`src/rtl/display_pkg.sv`:
```
// Shared types and constants for the 4-digit display scan arbiter.
package display_pkg;

    typedef enum logic [1:0] {
        IDLE = 2'd0,
        OWN0 = 2'd1,
        OWN1 = 2'd2
    } state_t;

    localparam logic [3:0]  AN_OFF     = 4'b1111;
    localparam int unsigned NUM_DIGITS = 4;

    // Digit k is blank when it and every higher nibble are zero; digit 0 always shows.
    function automatic logic digit_blank(input logic [15:0] shw, input logic [1:0] idx);
        case (idx)
            2'd3:    return shw[15:12] == 4'h0;
            2'd2:    return shw[15:8] == 8'h00;
            2'd1:    return shw[15:4] == 12'h000;
            default: return 1'b0;
        endcase
    endfunction

endpackage

```
`src/rtl/scan_timer.sv`:
```
// Slot prescaler and digit index; flags the last slot of each frame.
module scan_timer
    import display_pkg::*;
#(
    parameter int unsigned SCAN_DIV = 25000
) (
    input  logic       clk,
    input  logic       rst,
    output logic       tick,
    output logic [1:0] idx,
    output logic       fb
);

    localparam int unsigned     PC_W     = $clog2(SCAN_DIV);
    localparam logic [PC_W-1:0] PC_MAX   = PC_W'(SCAN_DIV - 1);
    localparam logic [1:0]      LAST_IDX = 2'(NUM_DIGITS - 1);

    logic [PC_W-1:0] r_pc;
    logic [1:0]      r_idx;

    always_ff @(posedge clk) begin
        if (rst) begin
            r_pc  <= '0;
            r_idx <= 2'd0;
        end else if (tick) begin
            r_pc  <= '0;
            r_idx <= r_idx + 2'd1;
        end else begin
            r_pc <= r_pc + 1'b1;
        end
    end

    assign tick = (r_pc == PC_MAX);
    assign idx  = r_idx;
    assign fb   = tick && (r_idx == LAST_IDX);

endmodule

```
`src/rtl/display_scan_arbiter.sv`:
```
// Two-source display arbiter with minimum hold, frame-aligned snapshot and anode scanning.
module display_scan_arbiter
    import display_pkg::*;
#(
    parameter int unsigned SCAN_DIV    = 25000,
    parameter int unsigned HOLD_FRAMES = 256
) (
    input  logic        clk,
    input  logic        rst,
    input  logic [1:0]  req,
    input  logic [15:0] data0,
    input  logic [15:0] data1,
    output logic [1:0]  grant,
    output logic [3:0]  an,
    output logic [3:0]  digit,
    output logic        frame
);

    localparam int unsigned     HC_W     = $clog2(HOLD_FRAMES + 1);
    localparam logic [HC_W-1:0] HOLD_MAX = HC_W'(HOLD_FRAMES);

    logic            w_tick;
    logic [1:0]      w_idx;
    logic            w_fb;

    state_t          r_state;
    state_t          w_next_state;
    logic            r_last;
    logic [HC_W-1:0] r_hold_cnt;
    logic [15:0]     r_shw;
    logic [15:0]     w_next_shw;
    logic [1:0]      w_next_grant;
    logic [1:0]      r_grant;
    logic [3:0]      r_an;
    logic [3:0]      r_digit;
    logic            r_frame;
    logic            r_tick_d;
    logic [3:0]      w_an_next;
    logic [3:0]      w_digit_next;

    scan_timer #(
        .SCAN_DIV (SCAN_DIV)
    ) u_scan_timer (
        .clk  (clk),
        .rst  (rst),
        .tick (w_tick),
        .idx  (w_idx),
        .fb   (w_fb)
    );

    always_comb begin
        w_next_state = r_state;
        if (w_fb) begin
            unique case (r_state)
                IDLE: begin
                    if (req == 2'b01)      w_next_state = OWN0;
                    else if (req == 2'b10) w_next_state = OWN1;
                    else if (req == 2'b11) w_next_state = r_last ? OWN0 : OWN1;
                end
                OWN0: begin
                    if (!req[0])                             w_next_state = req[1] ? OWN1 : IDLE;
                    else if (req[1] && r_hold_cnt >= HOLD_MAX) w_next_state = OWN1;
                end
                OWN1: begin
                    if (!req[1])                             w_next_state = req[0] ? OWN0 : IDLE;
                    else if (req[0] && r_hold_cnt >= HOLD_MAX) w_next_state = OWN0;
                end
                default: w_next_state = IDLE;
            endcase
        end
    end

    always_comb begin
        w_next_shw   = 16'h0000;
        w_next_grant = 2'b00;
        case (w_next_state)
            OWN0: begin
                w_next_shw   = data0;
                w_next_grant = 2'b01;
            end
            OWN1: begin
                w_next_shw   = data1;
                w_next_grant = 2'b10;
            end
            default: ;
        endcase
    end

    assign w_an_next    = (r_state == IDLE || digit_blank(r_shw, w_idx)) ? AN_OFF
                                                                         : ~(4'b0001 << w_idx);
    assign w_digit_next = r_shw[{w_idx, 2'b00} +: 4];

    always_ff @(posedge clk) begin
        if (rst) begin
            r_state    <= IDLE;
            r_last     <= 1'b1;
            r_hold_cnt <= '0;
            r_shw      <= 16'h0000;
            r_grant    <= 2'b00;
            r_an       <= AN_OFF;
            r_digit    <= 4'h0;
            r_frame    <= 1'b0;
            r_tick_d   <= 1'b0;
        end else begin
            r_frame  <= w_fb;
            r_tick_d <= w_tick;
            if (w_fb) begin
                r_state <= w_next_state;
                r_grant <= w_next_grant;
                r_shw   <= w_next_shw;
                if (w_next_state != r_state) begin
                    r_hold_cnt <= '0;
                end else if (r_state != IDLE && r_hold_cnt != HOLD_MAX) begin
                    r_hold_cnt <= r_hold_cnt + 1'b1;
                end
                if (w_next_state == OWN0) r_last <= 1'b0;
                if (w_next_state == OWN1) r_last <= 1'b1;
            end
            // idx and shw only move on a tick, so refreshing the outputs right after one suffices
            if (r_tick_d) begin
                r_an    <= w_an_next;
                r_digit <= w_digit_next;
            end
        end
    end

    assign grant = r_grant;
    assign an    = r_an;
    assign digit = r_digit;
    assign frame = r_frame;

endmodule

```
`config.mk`:
```
export PLATFORM = sky130hd
export DESIGN_NAME = display_scan_arbiter
export DESIGN_NICKNAME = d
export VERILOG_FILES = /design/src/rtl/display_pkg.sv /design/src/rtl/scan_timer.sv /design/src/rtl/display_scan_arbiter.sv
export SDC_FILE = /design/constraint.sdc
export NUM_CORES = 1
export LEC_CHECK = 0
export CORE_MARGIN = 2
export CORE_UTILIZATION = 58
export CTS_BUF_LIST = sky130_fd_sc_hd__clkbuf_8 sky130_fd_sc_hd__clkbuf_16
export CTS_CLUSTER_DIAMETER = 150
export CTS_CLUSTER_SIZE = 28
export DETAILED_ROUTE_END_ITERATION = 16
export GPL_TIMING_DRIVEN = 0
export PLACE_DENSITY = 0.85
export SYNTH_ARGS = -nofsm -noshare
export SYNTH_HDL_FRONTEND = slang
export SYNTH_SLANG_ARGS = --single-unit
```
`constraint.sdc`:
```
create_clock -name clk -period 4.42 [get_ports clk]
set_clock_uncertainty 0.05 [all_clocks]
set_input_delay 0.884 -clock clk [delete_from_list [all_inputs] [get_ports clk]]
set_output_delay 0.884 -clock clk [all_outputs]
set_load 0.005 [all_outputs]
```
# Word-level counts from Yosys, hierarchy flattened
# Index checks and enable logic that the tools add are counted.
classes:
  mux: 20
  eq_ne: 13
  n_addsub: 3
  n_shift: 2
  n_lt_le_gt_ge: 1
  reduce_logical: 15
  bitwise: 1
ops:
  columns: ["op", "count"]
  rows:
  - ["16-bit one-hot mux with 2 select lines", 1]
  - ["2-bit two-way mux", 10]
  - ["9-bit two-way mux", 2]
  - ["16-bit by 5-bit indexed part select with 4-bit output", 1]
  - ["15-bit by 1-bit adder with 15-bit output, second input constant", 1]
  - ["15-bit equality test, second input constant", 1]
  - ["2-bit equality test, second input constant", 6]
  - ["12-bit zero test", 1]
  - ["9-bit by 1-bit adder with 9-bit output, second input constant", 1]
  - ["9-bit >= comparator, second input constant", 1]
  - ["9-bit != test, second input constant", 1]
  - ["2-bit by 1-bit equality test with 1-bit output, second input constant", 4]
  - ["8-bit zero test", 1]
  - ["2-bit one-hot mux with 3 select lines", 1]
  - ["2-bit nonzero test", 3]
  - ["1-bit logical AND", 4]
  - ["4-bit zero test", 1]
  - ["4-bit two-way mux", 1]
  - ["4-bit NOT", 1]
  - ["2-bit one-hot mux with 2 select lines", 1]
  - ["2-bit AND reduction", 2]
  - ["1-bit by 2-bit left shift with 4-bit output, first input constant", 1]
  - ["1-bit two-way mux", 3]
  - ["1-bit one-hot mux with 3 select lines", 1]
  - ["5 further kinds", 5]
word_totals:
  out_inout_bits: 11
  wordCells: 66
  reg_bits: 57

# Logic depth before layout (Yosys ltp)
depth:
  ltp_word: 9
  mapped_depth: 12
  mapped_depth_nobuf: 9

# By module
# From an unflattened synthesis, not the netlist that was laid out.
hier_totals:
  hier_cells: 284
  hier_area_um2: 2766.4
by_module_without_submodules:
  columns: ["mod", "area_per_inst_um2", "instances", "cells_each"]
  rows:
  - ["display_scan_arbiter", 1975.6, 1, 202]
  - ["scan_timer", 790.8, 1, 82]

# Worst setup path before layout
# OpenSTA, ideal clock, no wires.
synth_path:
  kind: "register to register"
  start: "register u_scan_timer.r_idx[1] (netlist: u_scan_timer.idx[1])"
  end: "register r_shw[10]"
  t_arrival_ns: 2.723
  required_ns: 4.296
  setup_time_ns: 0.074
  path_slack_ns: 1.573
  path_stages_with_launch: 12
  cell_sequence: "dfxtp_1 -> ha_1 -> and4bb_1 -> and4_1 -> buf_4 -> o2111ai_1 -> and2_1 -> ha_1 -> nor2b_1 -> clkbuf_1 -> nand3_1 -> a31oi_1"
synth_between:
  elab_chain_len: 5
  elab_cells_between_ends: 6
synth_rtl:
  columns: ["item", "line_no", "source"]
  rows:
  - ["start: declaration", "scan_timer.sv:19", "logic [1:0] r_idx;"]
  - ["start signal: assignment", "scan_timer.sv:27", "r_idx <= r_idx + 2'd1;"]
  - ["2-bit equality test (*)", "scan_timer.sv:35", "assign fb = tick && (r_idx == LAST_IDX);"]
  - ["1-bit logical AND (*)", "scan_timer.sv:35", null]
  - ["2-bit two-way mux", "display_scan_arbiter.sv:53", "if (w_fb) begin"]
  - ["2-bit equality test or 2-bit by 1-bit equality test with 1-bit output (tied branches)", "display_scan_arbiter.sv:76", "case (w_next_state)"]
  - ["16-bit one-hot mux with 2 select lines", "display_scan_arbiter.sv:76", null]
  - ["end signal: assignment", "display_scan_arbiter.sv:110", "r_shw <= w_next_shw;"]
  - ["end: declaration", "display_scan_arbiter.sv:30", "logic [15:0] r_shw;"]
# Mark *: on every way between the ends. The rest lies on a longest branch, timed or not.
# A chain may end at the register's enable or synchronous reset.

# Worst setup path after layout
layout_path:
  start: "register u_scan_timer.r_idx[1] (netlist: u_scan_timer.idx[1])"
  end: "register r_shw[11]"
# The elaborated chain is that of the path after synthesis.

==> results.cfg <==
[clock_network]
post_cts_buffers = 0
cts_root_buffer = clkbuf_8
postCtsHoldBufs = 0
ctsHtreeMaxLevel = 3
clkTransAtPathRegs_ps = 60
cts_tree = yes
clock_latency_ps = 340
ctsLongestPathBuffers = 2
cts_buffers = 9
cts.repair.resized = 0
cts_sinks = 57

[layout]
nNetsFinal = 463
n_fill_cell = 395
multiInputGateArea_mm2 = 0.00172
syn_to_final_growth_pct = 24.3
antenna_cells = 0
drive_above_1_share = 0.0667
mostFrequentLayoutCells = 57 x dfxtp_1, 46 x clkdlybuf4s50_1, 39 x nand3_1
layout_commonest_cell = dfxtp_1
final-seq-area_mm2 = 0.00114

[synthesis]
dominantRegCellSynth = dfxtp_1
synth_area_per_cell_um2 = 8.48
syn-cell-area_mm2 = 0.00303
ys_types = 51
async_reset_ff_frac = 0
synth_edf_count = 0
yosysWarningCount = 0
yosysTopAreaCellShare = 0.376
synth_largest_area_cell = dfxtp_1
netlist_instances = 358
yosys_register_bits = 57
synth_area_leaders = dfxtp_1 38%, nand3_1 6.4%, ha_1 4.9%, nand2_1 4.5%, a31oi_1 4.1%
ys_seq_area_frac = 0.376
syn_nets = 406

[drt]
wl_per_cell_um = 15.6
drc = 0
viasPerCell = 5.97
drtPass1Iterations = 5
totalWireLength_mm = 7.62
drt_iter0_markers = 258
antenna_left = 0
vias = 2924

[floorplan]
die_y_um = 76.3
start_util = 0.598
core-area_mm2 = 0.00507
die-area_mm2 = 0.00583
die_x_um = 76.3
io_pins = 47
num_rows = 26

[global_route]
gr-usage-all-layers = 0.274
grt_start_max_net_pins = 11
busiest_layer = met2
grt-ovfl-total = 0
grt_pass1_wl_mm = 12.8
gr-usage-met1 = 0.381
met3_usage = 0.0427
grt_util_met2 = 0.419
antenna_found_initial = 0
grt_pass1_vias = 2687

[sta]
worstMarginPinSlew_ps = 704
finalCritPeriodShare = 0.790
slew_violations = 0
period_needed_ps = 3490
rsz0062_at_grt = false
finalSetupTns_ps = 0
setup_viol = 0
finalHoldViolations = 0
relSlewSlack = 0.524
fmax_ghz = 0.286

[critical_path]
cp.required_ps = 4640
arrival_ps = 3710
cp_common_cell = ha_1
max_stage_delay_ps = 500
critPathMaxFanout = 10
crit_chain = ha_1, and4bb_1, and4_1, buf_4, o2111ai_1, and2_1, ha_1, nor2b_1, clkbuf_1, nand3_1, a31oi_1
startpoint_type = flip-flop
end_kind = flip-flop
cp_slowest_cell = dfxtp_1
critical_path_class = reg -> reg

[pwr]
power_density_mw_per_mm2 = 277
power_leakage_nw = 1.32
p_total_mw = 1.04
ir_drop_mv = 0.196

[run_status]
outcome = complete, no violations

[placement]
routabilityCongestion = 0.935
io_buffers = 46
dpl.hpwl_mm = 5.48

[flow_run]
cap_viol_max_count = 0

[worst_hold_path]
hold_path_class = reg -> reg
sequential cells by signal, summed over array words and instances, names as in the netlist:
name	count
r_tick_d	1
r_state	2
digit	4
r_hold_cnt	9
r_last	1
u_scan_timer.idx	2
an	4
grant	2
r_shw	16
u_scan_timer.r_pc	15
frame	1
report_power, final:
group          switching, mW  internal, mW
registers            0.00174         0.516
clock network          0.203         0.267
logic                 0.0209        0.0344
total                  0.225         0.818
final cells by class:
type / count / area share
Inverter: 13 / 0.0129
Sequential cell: 57 / 0.303
Tap cell: 70 / 0.0232
Multi-Input combinational cell: 261 / 0.457
Buffer: 27 / 0.0322
Timing Repair Buffer: 46 / 0.122
Clock inverter: 6 / 0.0136
Clock buffer: 10 / 0.0365
final timing paths:
path / start / endpoint / slack, ps / depth (start not counted)
worst min register to register: u_scan_timer.r_pc[0]$_SDFF_PP0_ / u_scan_timer.r_pc[0]$_SDFF_PP0_ / 390 / 1
worst min-delay path: u_scan_timer.r_pc[0]$_SDFF_PP0_ / u_scan_timer.r_pc[0]$_SDFF_PP0_ / 390 / 1
worst max-delay path: u_scan_timer.idx[1]$_SDFFE_PP0P_ / r_shw[11]$_SDFFE_PP0N_ / 930 / 11
worst max register to register: u_scan_timer.idx[1]$_SDFFE_PP0P_ / r_shw[11]$_SDFFE_PP0N_ / 930 / 11
kinds of logic (layout without fill, tap and decap cells):
kind of cell,after synthesis,count (layout),synth area share
xor gates and xnor gates,12,12,0.0346
AOI/OAI and AO/OA,66,66,0.149
and+or+nand+nor,162,162,0.288
muxes,9,9,0.0462
DFF,57,57,0.376
buffers and inverters,40,102,0.0561
adders and majority gates,12,12,0.0495
per-stage QoR:
stage | setup slack [ps] | hold WS [ps] | cell area (um^2) | util | std cells
3_5_place_dp | 660 | 388 | 3580 | 0.706 | 474
5_1_grt | 648 | 421 | 3770 | 0.743 | 490
4_1_cts | 940 | 397 | 3770 | 0.743 | 490
3_3_place_gp | 758 | 377 | 3580 | 0.706 | 474
6_report | 928 | 395 | 3770 | 0.743 | 490
2_1_floorplan | 1570 | 363 | 3030 | - | 358
Yosys cell counts (5+ instances only):
| master | number |
|---|---|
| dfxtp_1 | 57 |
| and4_1 | 5 |
| ha_1 | 12 |
| nand4_1 | 10 |
| nor2_1 | 29 |
| clkbuf_1 | 17 |
| xor2_1 | 9 |
| nand3_1 | 39 |
| nand2_1 | 36 |
| o211ai_1 | 7 |
| inv_1 | 13 |
| a21oi_1 | 9 |
| nor2b_1 | 5 |
| nand4b_1 | 7 |
| nor3_1 | 5 |
| mux2i_1 | 5 |
| a31oi_1 | 20 |
critical path, delay by kind of cell, from the launching register on:
family	cells	cell delay [ps]
flip-flops	1	500
AO/OA/AOI/OAI	2	360
buffers and inverters	2	600
adder cells (fa/ha/maj)	2	660
AND/OR/NAND/NOR	5	1250
routing by layer:
metal,part of all wire,vias up
li1,-,1427
met1,0.47,1392
met2,0.46,82
met3,0.046,23
met4,0.025,0
met5,0,-
No activity file was read; power rests on OpenSTA's default activity.
